$ cat src/rtl/altr_hps_latch_bank.sv
// Clocked multi-channel replacement for an active-low transparent latch.
// Each channel adds a post-close lockout timer, a close pulse, a valid flag and a global freeze.
module altr_hps_latch_bank #(
  parameter int                WIDTH    = 8,
  parameter int                NUM_CH   = 4,
  parameter int                HOLD_CYC = 4,
  parameter logic [WIDTH-1:0]  RST_VAL  = '0
) (
  input  logic                     clk,
  input  logic                     rst_n,
  input  logic [NUM_CH*WIDTH-1:0]  d,
  input  logic [NUM_CH-1:0]        e_n,
  input  logic                     freeze,
  output logic [NUM_CH*WIDTH-1:0]  q,
  output logic [NUM_CH-1:0]        q_vld,
  output logic [NUM_CH-1:0]        close_pls,
  output logic [NUM_CH-1:0]        lock
);

  localparam int CW = (HOLD_CYC > 1) ? $clog2(HOLD_CYC) : 1;
  // A close loads HOLD_CYC-1 so lock stays high for exactly HOLD_CYC cycles.
  localparam logic [CW-1:0] CNT_INIT = (HOLD_CYC > 0) ? CW'(HOLD_CYC - 1) : '0;

  typedef enum logic [1:0] {
    ST_HELD = 2'd0,
    ST_OPEN = 2'd1,
    ST_LOCK = 2'd2
  } state_t;

  for (genvar i = 0; i < NUM_CH; i++) begin : g_ch
    state_t           state_r;
    logic [CW-1:0]    cnt_r;
    logic [WIDTH-1:0] q_r;
    logic             pls_r;
    logic             lock_r;
    logic             vld_r;
    logic [WIDTH-1:0] d_ch;

    assign d_ch = d[i*WIDTH +: WIDTH];

    // Per-channel FSM with registered q, pulse, lock and valid outputs; freeze holds everything.
    always_ff @(posedge clk) begin
      if (!rst_n) begin
        state_r <= ST_HELD;
        cnt_r   <= '0;
        q_r     <= RST_VAL;
        pls_r   <= 1'b0;
        lock_r  <= 1'b0;
        vld_r   <= 1'b0;
      end else if (freeze) begin
        pls_r <= 1'b0;
      end else begin
        pls_r <= 1'b0;
        case (state_r)
          ST_HELD: begin
            if (!e_n[i]) begin
              state_r <= ST_OPEN;
              q_r     <= d_ch;
              vld_r   <= 1'b0;
              lock_r  <= 1'b0;
            end else begin
              state_r <= ST_HELD;
            end
          end
          ST_OPEN: begin
            if (!e_n[i]) begin
              q_r <= d_ch;
            end else begin
              pls_r <= 1'b1;
              vld_r <= 1'b1;
              if (HOLD_CYC > 0) begin
                state_r <= ST_LOCK;
                cnt_r   <= CNT_INIT;
                lock_r  <= 1'b1;
              end else begin
                state_r <= ST_HELD;
                lock_r  <= 1'b0;
              end
            end
          end
          ST_LOCK: begin
            if (cnt_r == '0) begin
              state_r <= ST_HELD;
              lock_r  <= 1'b0;
            end else begin
              cnt_r <= cnt_r - CW'(1);
            end
          end
          default: begin
            state_r <= ST_HELD;
            cnt_r   <= '0;
            lock_r  <= 1'b0;
          end
        endcase
      end
    end

    assign q[i*WIDTH +: WIDTH] = q_r;
    assign close_pls[i]        = pls_r;
    assign lock[i]             = lock_r;
    assign q_vld[i]            = vld_r;
  end

endmodule

$ cat config.mk
export PLATFORM = sky130hd
export DESIGN_NAME = altr_hps_latch_bank
export DESIGN_NICKNAME = d
export VERILOG_FILES = /design/src/rtl/altr_hps_latch_bank.sv
export SDC_FILE = /design/constraint.sdc
export NUM_CORES = 1
export LEC_CHECK = 0
export ABC_AREA = 0
export CAP_MARGIN = 5
export CORE_MARGIN = 2
export CORE_UTILIZATION = 40
export DETAILED_ROUTE_END_ITERATION = 12
export PLACE_DENSITY = 0.68
export SLEW_MARGIN = 40
export SYNTH_ARGS = -nofsm -noshare
export SYNTH_HDL_FRONTEND = slang
export SYNTH_SLANG_ARGS = --single-unit
$ cat constraint.sdc
create_clock -name clk -period 1.63 [get_ports clk]
set_input_delay 0.163 -clock clk [delete_from_list [all_inputs] [get_ports clk]]
set_output_delay 0.163 -clock clk [all_outputs]
set_load 0.02 [all_outputs]
Word-level counts from Yosys, hierarchy flattened
Index checks and enable logic that the tools add are counted.
{"block": "word_totals", "reg_bits": 60, "in_bits": 39, "out_inout_bits": 44, "word_cells": 158}
{"block": "classes", "add_sub_neg": 4, "n_eq_ne": 24, "muxes": 52, "bitwise": 14, "n_reduce_logical": 40}
{"operator": "case mux 2 bit (3 select lines)", "n": 8}
{"operator": "AND reduction 4 bit", "n": 12}
{"operator": "2-to-1 mux 2 bit", "n": 16}
{"operator": "!= test 2 bit, second input constant", "n": 16}
{"operator": "AND reduction 3 bit", "n": 8}
{"operator": "2-to-1 mux 1 bit", "n": 20}
{"operator": "logical NOT 2 bit", "n": 8}
{"operator": "NOT 1 bit", "n": 14}
{"operator": "case mux 1 bit (3 select lines)", "n": 4}
{"operator": "OR reduction 3 bit", "n": 4}
{"operator": "equality test 2 x 1 -> 1 bit, second input constant", "n": 4}
{"operator": "equality test 2 bit, second input constant", "n": 4}
{"operator": "case mux 1 bit (2 select lines)", "n": 4}
{"operator": "nonzero test 2 bit", "n": 4}
{"operator": "OR reduction 2 bit", "n": 4}
{"operator": "subtractor 2 x 1 -> 2 bit, second input constant", "n": 4}

Logic depth before layout (Yosys ltp)
Gate-level depths: netlist (run 1).
{"block": "logic_depth", "depth_word": 3, "mapped_depth": 5, "depth_no_buf": 5}

Worst setup path after synthesis (run 1)
No wires, ideal clock.
{"block": "synth_timing", "path_kind": "reg-to-reg", "start": "reg g_ch[2].state_r[1]", "end": "reg g_ch[2].lock_r", "setup_ns": 0.072, "arrival_ns": 1.342, "required_time_ns": 1.558, "setup_slack_ns": 0.216, "path_stages_with_launch": 6, "path_buffers": 0, "synth_period_minus_slack_ns": 1.414, "cell_sequence": "dfxtp_1 inv_1 ha_1 nor2b_2 a2111oi_2 mux2i_1"}
{"block": "synth_via", "elab_chain_len": 3, "elab_cells_between_ends": 8, "classes_between": "eq/ne: 5; mux: 1; reduce/logical: 2"}
{"item": "start, declared", "line_no": "31", "rtl": "state_t state_r;"}
{"item": "start signal, assigned", "line_no": "44", "rtl": "state_r <= ST_HELD;"}
{"item": "start signal, assigned", "line_no": "57", "rtl": "state_r <= ST_OPEN;"}
{"item": "start signal, assigned", "line_no": "62", "rtl": "state_r <= ST_HELD;"}
{"item": "equality test 2 bit, or another cell as far along", "line_no": "54", "rtl": "case (state_r)"}
{"item": "!= test 2 bit (no source line)"}
{"item": "AND reduction 4 bit (no source line)"}
{"item": "end signal, assigned", "line_no": "48", "rtl": "lock_r <= 1'b0;"}
{"item": "end signal, assigned", "line_no": "60", "rtl": "lock_r <= 1'b0;"}
{"item": "end signal, assigned", "line_no": "74", "rtl": "lock_r <= 1'b1;"}
{"item": "end, declared", "line_no": "35", "rtl": "logic lock_r;"}
Parallel ways exist; a longest one is shown, timed or not.
A chain may end at the register's enable or synchronous reset.

Worst setup path after layout (run 1)
{"block": "layout_timing", "start": "reg g_ch[0].state_r[0]", "end": "reg g_ch[0].lock_r"}
{"block": "layout_via", "elab_chain_len": 3, "elab_cells_between_ends": 8, "classes_between": "eq/ne: 5; mux: 1; reduce/logical: 2"}
{"item": "start, declared", "line_no": "31"}
{"item": "start signal, assigned", "line_no": "44"}
{"item": "start signal, assigned", "line_no": "57"}
{"item": "start signal, assigned", "line_no": "62"}
{"item": "equality test 2 bit, or another cell as far along", "line_no": "54"}
{"item": "!= test 2 bit (no source line)"}
{"item": "AND reduction 4 bit (no source line)"}
{"item": "end signal, assigned", "line_no": "48"}
{"item": "end signal, assigned", "line_no": "60"}
{"item": "end signal, assigned", "line_no": "74"}
{"item": "end, declared", "line_no": "35"}
Parallel ways exist; a longest one is shown, timed or not.

==> impl_metrics.ini, run 1 <==
[floorplanning]
coreArea_um2 = 7647
dieArea_um2 = 8556
start_util = 0.4097
die_h_um = 92.50
die_x_um = 92.50
rows = 32
io_pins = 83

[sta]
min_period_ns = 1.536
tns_ns = 0
finalSetupViolCount = 0
fin_crit_sh = 0.9426
timing.final.ws_setup_ns = 0.09357
timing.final.max_slew_violations = 0
tightest_slew_ns = 0.3922
fmax_ghz = 0.6509
max_slew_margin = 0.7318
final_hold_viol_count = 0
fin_skew_ns = 0.006865

[place]
portBuffers = 82
pre_cts_ws_ns = 0.08838
finalWeightedCongestion = 0.8260
dp_hpwl_um = 4847

[power]
p_leak_uw = 0.001713
intPower_uw = 2598
seqPwrFrac = 0.432
p_clk_frac = 0.375
irDropWorstVdd_mv = 0.6318
power-per-cell-area_nw_per_um2 = 841.4
power_frac_comb = 0.193
switching_share = 0.2830
power_switching_uw = 1025
total_power_uw = 3623

[logic_synthesis]
async_flop_share = 0
synthCells = 351
syn_area_per_cell_um2 = 8.926
yosys.cell_types.count = 32
synth_top_area_share = 0.3834
synth-main-ff-cell = dfxtp_1
ys_ff_latch = 60
syn-cell-area_um2 = 3133
ys_top_cells_by_count = 100 x nand2_1, 60 x dfxtp_1, 53 x mux2i_1, 24 x ha_1, 18 x inv_1
synth_edf_count = 0
ys_warn_count = 0
seq_area_frac_synth = 0.3834
yosysTopAreaCell = dfxtp_1
synth_area_leaders = dfxtp_1 38%, mux2i_1 17%, nand2_1 12%
yosysMostFrequentCell = nand2_1
synth_nets = 414

[clock_network]
numCtsBuffers = 9
cts-root-buf = clkbuf_8
htreeDepth = 3
cts_tree = built
ctsHoldBuffers = 0
insertion_delay_ns = 0.33
cts.sinks = 60
cts_buffer_depth = 2
clk_pin_slew_ns = 0.07

[grt]
grt_pass1_vias = 2463
grt-ovfl-total = 0
grt_max_degree = 33
antenna_found_initial = 0
grt_pass1_wl_um = 11000
grt_use_total = 0.1594

[setup_path]
r2r-start = g_ch[0].state_r[0]
path_max_fanout = 4
reg2reg_to = g_ch[0].lock_r
required_ns = 1.89
rr_worst_depth = 5
arrival_ns = 1.79
rrSetupSlack_ns = 0.09
end_kind = flop
cp-start-kind = flop
critPathKind = flop to flop

[cells_and_area]
layout-drive-gt1-share = 0.09132
area_growth_pct = 37.46
num-nets-final = 496
diodes = 0
nFillCells = 708

[detailed_routing]
vias = 2570
wire_per_inst_um = 12.42
routed_via_density = 4.759
antenna_left = 0
routed_wl_um = 6706
drt_iter0_markers = 116
drt_pass1_iterations = 4
drc = 0

[min_path]
min_from = rst_n
hold_class = input port to flop
holdPathStages = 3
min_to = g_ch[1].q_r[3]

[job]
max-cap-violations = 0

[outcome]
status = finished, final reports clean
[placed cells by master (no fill, tap or decap), drive strengths merged, types with 2 or more instances in the layout]
cell type      synthesis  final
o311a                  2      2
mux2i                 53     53
nor2b                 12     12
a2111oi                3      3
and3b                  2      2
nor2                  13     13
nand2b                 5      5
nor3b                  2      2
clkinvlp               0      2
clkdlybuf4s50          0     81
inv                   18     19
o211ai                 8      8
nor3                   6      6
nand2                100    100
a21oi                  2      2
ha                    24     24
nand3                  4      4
buf                   24     15
dfxtp                 60     60
clkbuf                 1      9
a31oi                  2      2
or3                    3      3
clkinv                 0      3
[sequential cells by signal (all words and copies together) (netlist names)]
| signal | count |
|---|---|
| g_ch.vld_r | 4 |
| g_ch.state_r | 8 |
| g_ch.q_r | 32 |
| g_ch.lock_r | 4 |
| g_ch.pls_r | 4 |
| g_ch.cnt_r | 8 |
[worst max-delay path by stage]
stage | cells after the start | startpoint | slack, ns | to
after global placement | 4 | freeze | 0.15 | g_ch[0].cnt_r[1]
after global routing | 5 | g_ch[0].state_r[0] | -0.002 | g_ch[0].lock_r
after detailed placement | 5 | g_ch[2].state_r[1] | 0.09 | g_ch[2].lock_r
after CTS | 5 | g_ch[2].state_r[1] | 0.07 | g_ch[2].lock_r
after floorplan | 5 | g_ch[2].state_r[1] | 0.22 | g_ch[2].lock_r
final | 5 | g_ch[0].state_r[0] | 0.09 | g_ch[0].lock_r
[area by class of cell]
cell class	instances	area, um^2	area share
clock buffers	9	123.9	0.02876
clock inverters	7	76.32	0.01772
inverters	18	67.56	0.01569
multi-input cells	248	1727	0.4009
flip-flops and latches	60	1201	0.2789
well taps	102	127.6	0.02963
repair buffers	96	983.4	0.2284
[worst max-delay path: stages (launching register included)]
cell,delay (ns)
dfxtp_1,0.38
inv_1,0.10
ha_1,0.23
nor2b_1,0.16
nor4b_1,0.37
mux2i_1,0.22
[cells by family (layout without fill, tap and decap cells)]
logic type,Yosys count,in the layout,share of synthesized area
fa+ha+maj,24,24,0.09585
simple gates,149,149,0.2220
compound gates,22,22,0.05671
flops,60,60,0.3834
buf+inv,43,130,0.07268
mux,53,53,0.1693
[power groups by stage]
stage          registers (uW)  logic, uW  clock network (uW)
6_report                 1570        698                1360
3_3_place_gp             1600        682                   0
4_1_cts                  1570        697                1410
3_5_place_dp             1600        691                   0
2_1_floorplan            1650        329                   0
5_1_grt                  1570        759                1470
[repair_timing]
action,CTS,global route
resized for setup,0,4
buffers inserted,0,0
setup endpoints to repair,0,3
[metal layers]
metal	vias to the layer above	part of all wire	track usage
met3	7	0.074	0.06753
met2	68	0.45	0.2549
met1	1171	0.47	0.1958
met4	0	0.010	0.04602
met5	-	0	0
li1	1324	-	-
[through the flow]
step,cells,area (um^2),hold WS [ns],utilization
floorplan,351,3133,0.2856,-
global placement,524,4084,0.4410,0.5340
detailed placement,524,4084,0.4480,0.5340
CTS,540,4284,0.2097,0.5602
global route,540,4307,0.2152,0.5632
finish,540,4307,0.2189,0.5632
No activity file was read; power rests on OpenSTA's default activity.
==> run 2: changes to the inputs <==
--- a/config.mk
+++ b/config.mk
@@ -10,6 +10,7 @@
 export CORE_MARGIN = 2
 export CORE_UTILIZATION = 40
 export DETAILED_ROUTE_END_ITERATION = 12
+export MAX_ROUTING_LAYER = met4
 export PLACE_DENSITY = 0.68
 export SLEW_MARGIN = 40
 export SYNTH_ARGS = -nofsm -noshare
==> run 2 against run 1 <==
Global-route usage grew 0.46 points. Clock skew hardly changed. Routed wire length down 0.33%. Clock power is essentially flat. Largest power group unchanged.
==> impl_metrics.ini, run 2 (synthesis gave the netlist of run 1 again) <==
[outcome]
status = finished, final reports clean

[setup_path]
rrSetupSlack_ns = 0.09
rr_worst_depth = 5
arrival_ns = 1.79
path_cells = inv_1, ha_1, nor2b_1, nor4b_1, mux2i_1
path_max_fanout = 4
end_kind = flop
cpMaxStageDelayCell = dfxtp_1
cp-start-kind = flop
max_stage_delay_ns = 0.38
critPathKind = flop to flop
required_ns = 1.88

[floorplanning]
dieArea_um2 = 8556
io_pins = 83
coreArea_um2 = 7647
die_x_um = 92.50
rows = 32
die_h_um = 92.50
start_util = 0.4097

[cells_and_area]
layout_common_cells = 100 x nand2_1, 81 x clkdlybuf4s50_1, 60 x dfxtp_1
finish.instance_area_um2 = 4307
largest_registers = g_ch.q_r x32, g_ch.cnt_r x8, g_ch.state_r x8
final_common_cell = nand2_1
area_growth_pct = 37.46
regMostFlops = g_ch.q_r
num-nets-final = 496
layout-drive-gt1-share = 0.09132
largest_reg_flops = 32
diodes = 0

[sta]
timing.final.max_slew_violations = 0
finalSetupViolCount = 0
tightest_slew_ns = 0.3922
fin_crit_sh = 0.9426
max_slew_margin = 0.7318
timing.final.ws_setup_ns = 0.09349
final_hold_viol_count = 0
fin_skew_ns = 0.006777
min_period_ns = 1.537
fmax_ghz = 0.6508

[grt]
grt_pass1_vias = 2466
grt_pass1_wl_um = 11020
antenna_found_initial = 0
grt_use_total = 0.1640
grt_max_degree = 33
grt-ovfl-total = 0

[detailed_routing]
routed_via_density = 4.776
antenna_left = 0
drc = 0
drt_iter0_markers = 111
routed_wl_um = 6684
wire_per_inst_um = 12.38
drt_pass1_iterations = 4
vias = 2579

[power]
irDropWorstVdd_mv = 0.6306
p_leak_uw = 0.001713
power-per-cell-area_nw_per_um2 = 840.8

[place]
finalWeightedCongestion = 0.8385
portBuffers = 82
placed_area_um2 = 4084
dp_hpwl_um = 4847
pre_cts_ws_ns = 0.08838

[clock_network]
cts.sinks = 60
htreeDepth = 3
cts_tree = built
clk_pin_slew_ns = 0.07
numCtsBuffers = 9
ctsHoldBuffers = 0
insertion_delay_ns = 0.33
cts_buffer_depth = 2
cts-root-buf = clkbuf_8

[job]
max-cap-violations = 0

[min_path]
holdPathStages = 3
hold_class = input port to flop
==> run 2: cell counts in the layout (fill, tap and decap cells not counted) <==
No cell type changed its count.
==> run 2: worst max-delay path, delay by kind of cell, from the launching register on <==
| kind | cells | cell delay [ns] |
|---|---|---|
| and+or+nand+nor | 2 | 0.53 |
| DFF | 1 | 0.38 |
| adders and majority gates | 1 | 0.23 |
| muxes | 1 | 0.22 |
| buffers and inverters | 1 | 0.10 |
==> run 2: per-layer routing <==
metal	up-vias	routed length, um	GRT usage
met1	1182	3192	0.2018
li1	1324	-	-
met2	66	3014	0.2549
met5	-	0	-
met4	0	67	0.04602
met3	7	410	0.05858
==> run 2: worst paths after layout <==
kind | from | to
setup / recovery | g_ch[0].state_r[0] | g_ch[0].lock_r
hold reg to reg | g_ch[1].q_r[1] | g_ch[1].q_r[1]
hold / removal | rst_n | g_ch[1].q_r[3]
setup reg to reg | g_ch[0].state_r[0] | g_ch[0].lock_r
==> run 2: layout make-up <==
class / instances / area, um^2
well taps: 102 / 127.6
clock buffers: 9 / 123.9
flip-flops and latches: 60 / 1201
multi-input cells: 248 / 1727
clock inverters: 7 / 76.32
inverters: 18 / 67.56
repair buffers: 96 / 983.4
fillers: 708 / 3341
==> run 2: through the flow <==
| stage | hold WS, ns | utilization | TNS (ns) | total power, uW | instances |
|---|---|---|---|---|---|
| floorplan | 0.2856 | - | 0 | 1981 | 351 |
| global route | 0.2152 | 0.5632 | -0.001783 | 3810 | 540 |
| global placement | 0.4410 | 0.5340 | 0 | 2278 | 524 |
| CTS | 0.2097 | 0.5602 | 0 | 3673 | 540 |
| detailed placement | 0.4480 | 0.5340 | 0 | 2290 | 524 |
| finish | 0.2184 | 0.5632 | 0 | 3621 | 540 |
==> run 2: report_power, final <==
group	total [uW]	switching [uW]	leakage, uW	internal [uW]
sequential	1570	36.6	0.000488	1530
combinational	698	343	0.00113	355
clock	1360	644	0.0000958	713
total	3620	1020	0.00171	2600
==> run 2: what timing repair did <==
item	CTS	global route
hold endpoints to repair	0	0
setup buffers	0	0
resized for setup	0	4
endpoints found under the setup margin	0	3
==> run 3: changes to the inputs <==
--- a/config.mk
+++ b/config.mk
@@ -6,7 +6,7 @@
 export NUM_CORES = 1
 export LEC_CHECK = 0
 export ABC_AREA = 0
-export CAP_MARGIN = 5
+export CAP_MARGIN = 20
 export CORE_MARGIN = 2
 export CORE_UTILIZATION = 40
 export DETAILED_ROUTE_END_ITERATION = 12
==> results of run 3 <==
No change in the layout: final DEF, timing and power equal those of run 2.
